[config.mk]
export PLATFORM = sky130hd
export DESIGN_NAME = water_supply_arbiter_flat
export DESIGN_NICKNAME = d
export VERILOG_FILES = /design/src/rtl/water_supply_arbiter_if.sv /design/src/rtl/water_supply_arbiter.sv /design/src/flat_wrapper.sv
export SDC_FILE = /design/constraint.sdc
export NUM_CORES = 1
export LEC_CHECK = 0
export ABC_CLOCK_PERIOD_IN_PS = 2600
export BUFFER_PORTS_ARGS = -buffer_cell sky130_fd_sc_hd__buf_2
export CORE_ASPECT_RATIO = 0.6
export CORE_MARGIN = 4
export CORE_UTILIZATION = 50
export DETAILED_ROUTE_END_ITERATION = 12
export HOLD_SLACK_MARGIN = 0.15
export PLACE_DENSITY_LB_ADDON = 0.25
export SYNTH_ARGS = -nofsm -noshare
export SYNTH_HDL_FRONTEND = slang
export SYNTH_SLANG_ARGS = --single-unit
export TNS_END_PERCENT = 20
[constraint.sdc]
create_clock -name i_clk -period 2.6 [get_ports i_clk]
set_clock_uncertainty 0.05 [all_clocks]
set_input_delay 0.39 -clock i_clk [delete_from_list [all_inputs] [get_ports i_clk]]
set_output_delay 0.39 -clock i_clk [all_outputs]
set_load 0.05 [all_outputs]
[src/rtl/water_supply_arbiter_if.sv]
// Request/grant bundle between the per-machine water controllers and the
// shared inlet-valve arbiter.
interface water_supply_arbiter_if #(
    parameter int N_MACHINES = 4,
    parameter int ID_W       = $clog2(N_MACHINES)
);
    logic [N_MACHINES-1:0] i_req;
    logic [N_MACHINES-1:0] i_pause;
    logic [N_MACHINES-1:0] o_grant;
    logic [ID_W-1:0]       o_grant_id;
    logic                  o_valve_open;
    logic                  o_busy;
    logic                  o_timeout;

    modport slave (
        input  i_req, i_pause,
        output o_grant, o_grant_id, o_valve_open, o_busy, o_timeout
    );

    modport master (
        output i_req, i_pause,
        input  o_grant, o_grant_id, o_valve_open, o_busy, o_timeout
    );
endinterface

[src/rtl/water_supply_arbiter.sv]
// Round-robin owner of the single mains inlet valve: one machine at a time,
// bounded open time, dead-time between owners, grant frozen while lid is open.
module water_supply_arbiter #(
    parameter int N_MACHINES        = 4,
    parameter int MAX_GRANT_CYCLES  = 50_000_000,
    parameter int SWITCH_GAP_CYCLES = 5,
    parameter int CNT_W             = 31,
    parameter int ID_W              = $clog2(N_MACHINES)
) (
    input  logic                   i_clk,
    input  logic                   i_rst,
    water_supply_arbiter_if.slave  bus
);
    typedef enum logic [1:0] {ST_IDLE, ST_GRANT, ST_GAP} state_t;

    localparam logic [CNT_W-1:0]      CNT_LAST = CNT_W'(MAX_GRANT_CYCLES - 1);
    localparam logic [CNT_W-1:0]      GAP_LAST =
        CNT_W'((SWITCH_GAP_CYCLES > 0) ? SWITCH_GAP_CYCLES - 1 : 0);
    localparam logic [N_MACHINES-1:0] ONE_HOT0 = N_MACHINES'(1);
    localparam logic [ID_W-1:0]       ID_RST   = ID_W'(N_MACHINES - 1);

    state_t                r_state;
    state_t                w_state_nxt;
    logic [N_MACHINES-1:0] r_grant;
    logic [ID_W-1:0]       r_grant_id;
    logic [CNT_W-1:0]      r_cnt;
    logic [CNT_W-1:0]      r_gap_cnt;
    logic                  r_timeout;

    logic [N_MACHINES-1:0] w_elig;
    logic                  w_sel_vld;
    logic [ID_W-1:0]       w_sel_idx;
    logic                  w_req_cur;
    logic                  w_pause_cur;
    logic                  w_valve;
    logic                  w_release;
    logic                  w_rel_timeout;

    assign w_elig      = bus.i_req & ~bus.i_pause;
    assign w_req_cur   = bus.i_req[r_grant_id];
    assign w_pause_cur = bus.i_pause[r_grant_id];
    assign w_valve     = (r_state == ST_GRANT) & w_req_cur & ~w_pause_cur;

    // Scan from farthest to nearest so the last hit is the first eligible
    // index after the pointer (the last granted machine).
    always_comb begin
        logic [ID_W-1:0] v_idx;
        w_sel_vld = 1'b0;
        w_sel_idx = '0;
        v_idx     = '0;
        for (int i = N_MACHINES; i >= 1; i--) begin
            v_idx = ID_W'((int'(r_grant_id) + i) % N_MACHINES);
            if (w_elig[v_idx]) begin
                w_sel_vld = 1'b1;
                w_sel_idx = v_idx;
            end
        end
    end

    always_ff @(posedge i_clk) begin
        if (i_rst) r_state <= ST_IDLE;
        else       r_state <= w_state_nxt;
    end

    // A dropped request wins over the open-time limit, so a release in the
    // same cycle as the limit is never reported as a timeout.
    always_comb begin
        w_state_nxt   = r_state;
        w_release     = 1'b0;
        w_rel_timeout = 1'b0;
        case (r_state)
            ST_IDLE: begin
                if (w_sel_vld) w_state_nxt = ST_GRANT;
            end
            ST_GRANT: begin
                if (!w_req_cur) begin
                    w_release = 1'b1;
                end else if (w_valve && (r_cnt == CNT_LAST)) begin
                    w_release     = 1'b1;
                    w_rel_timeout = 1'b1;
                end
                if (w_release)
                    w_state_nxt = (SWITCH_GAP_CYCLES == 0) ? ST_IDLE : ST_GAP;
            end
            ST_GAP: begin
                if (r_gap_cnt == GAP_LAST) w_state_nxt = ST_IDLE;
            end
            default: w_state_nxt = ST_IDLE;
        endcase
    end

    always_ff @(posedge i_clk) begin
        if (i_rst) begin
            r_grant    <= '0;
            r_grant_id <= ID_RST;
            r_cnt      <= '0;
            r_gap_cnt  <= '0;
            r_timeout  <= 1'b0;
        end else begin
            r_timeout <= w_rel_timeout;
            case (r_state)
                ST_IDLE: begin
                    if (w_sel_vld) begin
                        r_grant    <= ONE_HOT0 << w_sel_idx;
                        r_grant_id <= w_sel_idx;
                        r_cnt      <= '0;
                    end
                end
                ST_GRANT: begin
                    if (w_release) begin
                        r_grant   <= '0;
                        r_gap_cnt <= '0;
                    end else if (w_valve) begin
                        r_cnt <= r_cnt + 1'b1;
                    end
                end
                ST_GAP: begin
                    r_gap_cnt <= r_gap_cnt + 1'b1;
                end
                default: ;
            endcase
        end
    end

    assign bus.o_grant      = r_grant;
    assign bus.o_grant_id   = r_grant_id;
    assign bus.o_valve_open = w_valve;
    assign bus.o_busy       = (r_state != ST_IDLE);
    assign bus.o_timeout    = r_timeout;

endmodule

[src/flat_wrapper.sv]
// flat-port wrapper written by rule: the top's interface ports become plain ports
module water_supply_arbiter_flat 
#(
    parameter int N_MACHINES        = 4,
    parameter int MAX_GRANT_CYCLES  = 50_000_000,
    parameter int SWITCH_GAP_CYCLES = 5,
    parameter int CNT_W             = 31,
    parameter int ID_W              = $clog2(N_MACHINES)
)
  (i_clk, i_rst, bus_i_req, bus_i_pause, bus_o_grant, bus_o_grant_id, bus_o_valve_open, bus_o_busy, bus_o_timeout);
  water_supply_arbiter_if #(.N_MACHINES(N_MACHINES), .ID_W(ID_W)) bus_i ();
  input  logic i_clk;
  input  logic i_rst;
  input wire logic [$bits(bus_i.i_req)-1:0] bus_i_req;
  input wire logic [$bits(bus_i.i_pause)-1:0] bus_i_pause;
  output wire logic [$bits(bus_i.o_grant)-1:0] bus_o_grant;
  output wire logic [$bits(bus_i.o_grant_id)-1:0] bus_o_grant_id;
  output wire logic [$bits(bus_i.o_valve_open)-1:0] bus_o_valve_open;
  output wire logic [$bits(bus_i.o_busy)-1:0] bus_o_busy;
  output wire logic [$bits(bus_i.o_timeout)-1:0] bus_o_timeout;
  assign bus_i.i_req = bus_i_req;
  assign bus_i.i_pause = bus_i_pause;
  assign bus_o_grant = bus_i.o_grant;
  assign bus_o_grant_id = bus_i.o_grant_id;
  assign bus_o_valve_open = bus_i.o_valve_open;
  assign bus_o_busy = bus_i.o_busy;
  assign bus_o_timeout = bus_i.o_timeout;
  water_supply_arbiter #(.N_MACHINES(N_MACHINES), .MAX_GRANT_CYCLES(MAX_GRANT_CYCLES), .SWITCH_GAP_CYCLES(SWITCH_GAP_CYCLES), .CNT_W(CNT_W), .ID_W(ID_W)) u_core (.i_clk(i_clk), .i_rst(i_rst), .bus(bus_i));
endmodule
==> flow_metrics.env <==
export IMPL_fillers=631
export IMPL_maxSlewViolCount=0
export IMPL_r2r_cells=7
export IMPL_ctsRootBufferMaster="clkbuf_16"
export IMPL_ant_nets=0
export IMPL_syn_area_sq_mm=0.003785
export IMPL_grt_usage_pct=21.91
export IMPL_dpl_cell_area_sq_mm=0.004069
export IMPL_drt_first_pass_iters=5
export IMPL_critPathMaxFanout=8
export IMPL_die_h_microns=75.40
export IMPL_final_nets=507
export IMPL_synthTopCellsByArea="dfxtp_1 (38%), nand3_1 (5.4%), a21oi_1 (4.9%), nand2_1 (4.2%), nor2_1 (4.1%)"
export IMPL_cts_path_max_buffers=2
export IMPL_fmax_ghz=0.3973
export IMPL_cts_max_level=3
export IMPL_slew_headroom_pct=61.75
export IMPL_hold_violations=0
export IMPL_run_status="finished, final reports clean"
export IMPL_rsz0062_at_grt="no"
export IMPL_cts_setup_buffers=0
export IMPL_finalSetupViolations=0
export IMPL_fp_dieArea_sq_mm=0.009072
export IMPL_synth_largest_area_cell="dfxtp_1"
export IMPL_drc_errors=0
export IMPL_num_io_pins=19
export IMPL_end_kind="output pin"
export IMPL_vias=3730
export IMPL_vdd_drop_max_mv=0.3863
export IMPL_cts_tree="yes"
export IMPL_startpoint_type="flip-flop"
export IMPL_start_util_pct=51.87
export IMPL_syn_avg_cell_area_sq_um=8.157
export IMPL_holdPathStages=2
export IMPL_p_leak_nw=1.462
export IMPL_grt_pass1_wl_microns=15810
export IMPL_regArea_sq_mm=0.001426
export IMPL_hpwl_microns=6998
export IMPL_final_cell_area_sq_mm=0.004405
export IMPL_worstMarginPinSlew_ps=568.5
export IMPL_postSynth_asyncResetShare_pct=0
export IMPL_post_route_period_util_pct=96.81
export IMPL_grt_overflow_total=0
export IMPL_ys_types=55
export IMPL_wl_per_cell_microns=16.06
export IMPL_drv_cap=0
export IMPL_port_buffer_count=18
export IMPL_syn_to_final_growth_pct=16.40
export IMPL_antenna_found_initial=0
export IMPL_setup_tns_ps=0
export IMPL_via_per_inst=6.186
export IMPL_grt_max_degree=39
export IMPL_power_density_mw_per_mm2=642.1
export IMPL_die_w_microns=120.3
export IMPL_mostFrequentLayoutCell="dfxtp_1"
export IMPL_path_clk_slew_ps=60
export IMPL_grt_pass1_vias=3201
export IMPL_synth_main_ff_cell="dfxtp_1"
export IMPL_critPathRequiredTime_ps=2160
export IMPL_worst_setup_path_type="flip-flop to output pin"
export IMPL_syn_num_nets=477
export IMPL_synth_yosys_seq_area_share_pct=37.55
export IMPL_multi_input_area_sq_mm=0.002243
export IMPL_yosysTopAreaCellShare_pct=37.55
export IMPL_drt_initial_drc_count=483
export IMPL_syn_inst=464
export IMPL_yosysWarnings=0
export IMPL_core_area_sq_mm=0.007297
export IMPL_rows=24
export IMPL_hold_class="primary input to flip-flop"
export IMPL_synth_edf_count=0
export IMPL_mostFrequentLayoutCells="dfxtp_1 (69), nand2_1 (42), nand3_1 (41), nor2_1 (40), a21oi_1 (35)"
export IMPL_critPathArrivalTime_ps=2080
export IMPL_synth_seq_cells=71
export IMPL_antenna_cells=0
export IMPL_clkSinkCount=71
export IMPL_cts_buffers=9
export IMPL_period_needed_ps=2517
export IMPL_wirelength_microns=9684
export IMPL_place_inst=587
export IMPL_fin_cells=603
export IMPL_drive_gt1_share_pct=17.03
export IMPL_gp_congestion=0.8694
export IMPL_clk_latency_ps=330
==> metrics by stage <==
step	worst slack (ps)	hold WS, ps	util, %	total power, mW
2_1_floorplan	50.34	401.7	-	1.405
3_3_place_gp	66.76	415.5	55.76	1.514
3_5_place_dp	56.89	428.2	55.76	1.521
4_1_cts	66.95	307.8	60.19	2.844
5_1_grt	21.58	351.3	60.37	2.933
6_report	82.98	326.1	60.37	2.829
==> metal layers <==
layer / vias to the layer above / wire length (microns) / GRT usage, %
li1: 1812 / - / -
met1: 1730 / 5028 / 34.00
met2: 175 / 3685 / 29.91
met3: 13 / 858 / 5.415
met4: 0 / 111 / 5.653
met5: - / 0 / 0
==> state kept, by name, summed over array words and instances (netlist names) <==
name,flops
u_core.bus.o_grant_id,2
u_core.bus.o_timeout,1
u_core.r_gap_cnt,31
u_core.r_cnt,31
u_core.bus.o_grant,4
u_core.r_state,2
==> cell usage after synthesis, types with 2 or more instances <==
library cell and number:
and3_1 13, or2_2 10, dfxtp_1 71, xnor2_1 11, nand2_1 42, a311oi_1 8, o21ba_2 4, ha_1 3
a21oi_1 37, o22ai_1 2, and4_1 4, o21a_1 2, nor4_1 12, nand3b_1 2, buf_6 3, nor4b_1 5
a41o_1 2, nor2_1 41, or4_1 13, or4b_2 2, o21ai_0 13, nand4_1 11, clkbuf_1 14, and2_1 2
mux4_2 2, o221ai_1 2, nor3b_1 3, o31ai_1 10, nor3_1 14, or3_1 11, inv_1 9, a31oi_1 4
nand4b_1 5, nand2b_1 7, o211ai_1 4, a32o_1 2, nor2b_1 6, nand3_1 41
==> cell families after synthesis <==
logic type / share of synthesized area (%)
compound gates: 17.42
simple gates: 36.40
fa+ha+maj: 0.9918
buf+inv: 3.636
xor+xnor: 2.545
mux: 1.454
flops: 37.55
==> worst max-delay path, cell delays in order, from the launching register on <==
cell	delay (ps)
dfxtp_4	390
mux4_2	550
or3b_4	460
clkinv_4	70
buf_2	260
==> worst paths after layout <==
path	to	from	slack, ps
worst max-delay path	bus_o_valve_open	u_core.bus.o_grant_id[0]$_SDFFE_PP1P_	80
worst min-delay path	u_core.r_cnt[0]$_SDFFE_PP0P_	i_rst	330
worst max register to register	u_core.r_cnt[16]$_SDFFE_PP0P_	u_core.bus.o_grant_id[0]$_SDFFE_PP1P_	130
worst min register to register	u_core.r_cnt[6]$_SDFFE_PP0P_	u_core.r_cnt[6]$_SDFFE_PP0P_	440
==> cell type report <==
type / count / area share (%)
clock inverters: 6 / 1.903
flip-flops and latches: 71 / 32.38
repair buffers: 38 / 5.453
multi-input cells: 364 / 50.92
well taps: 104 / 2.954
inverters: 10 / 0.9656
clock buffers: 10 / 5.425
==> where the power goes <==
group	internal, mW	total (mW)	switching (mW)
sequential	1.11	1.13	0.0221
clock	0.862	1.32	0.460
combinational	0.119	0.377	0.258
total	2.09	2.83	0.740
==> repair_timing <==
item                                    4_1_cts  5_1_grt
endpoints found under the setup margin        0        3
hold buffers                                  0        0
gates resized for setup                       0        3
(Power assumes the default switching activity.)
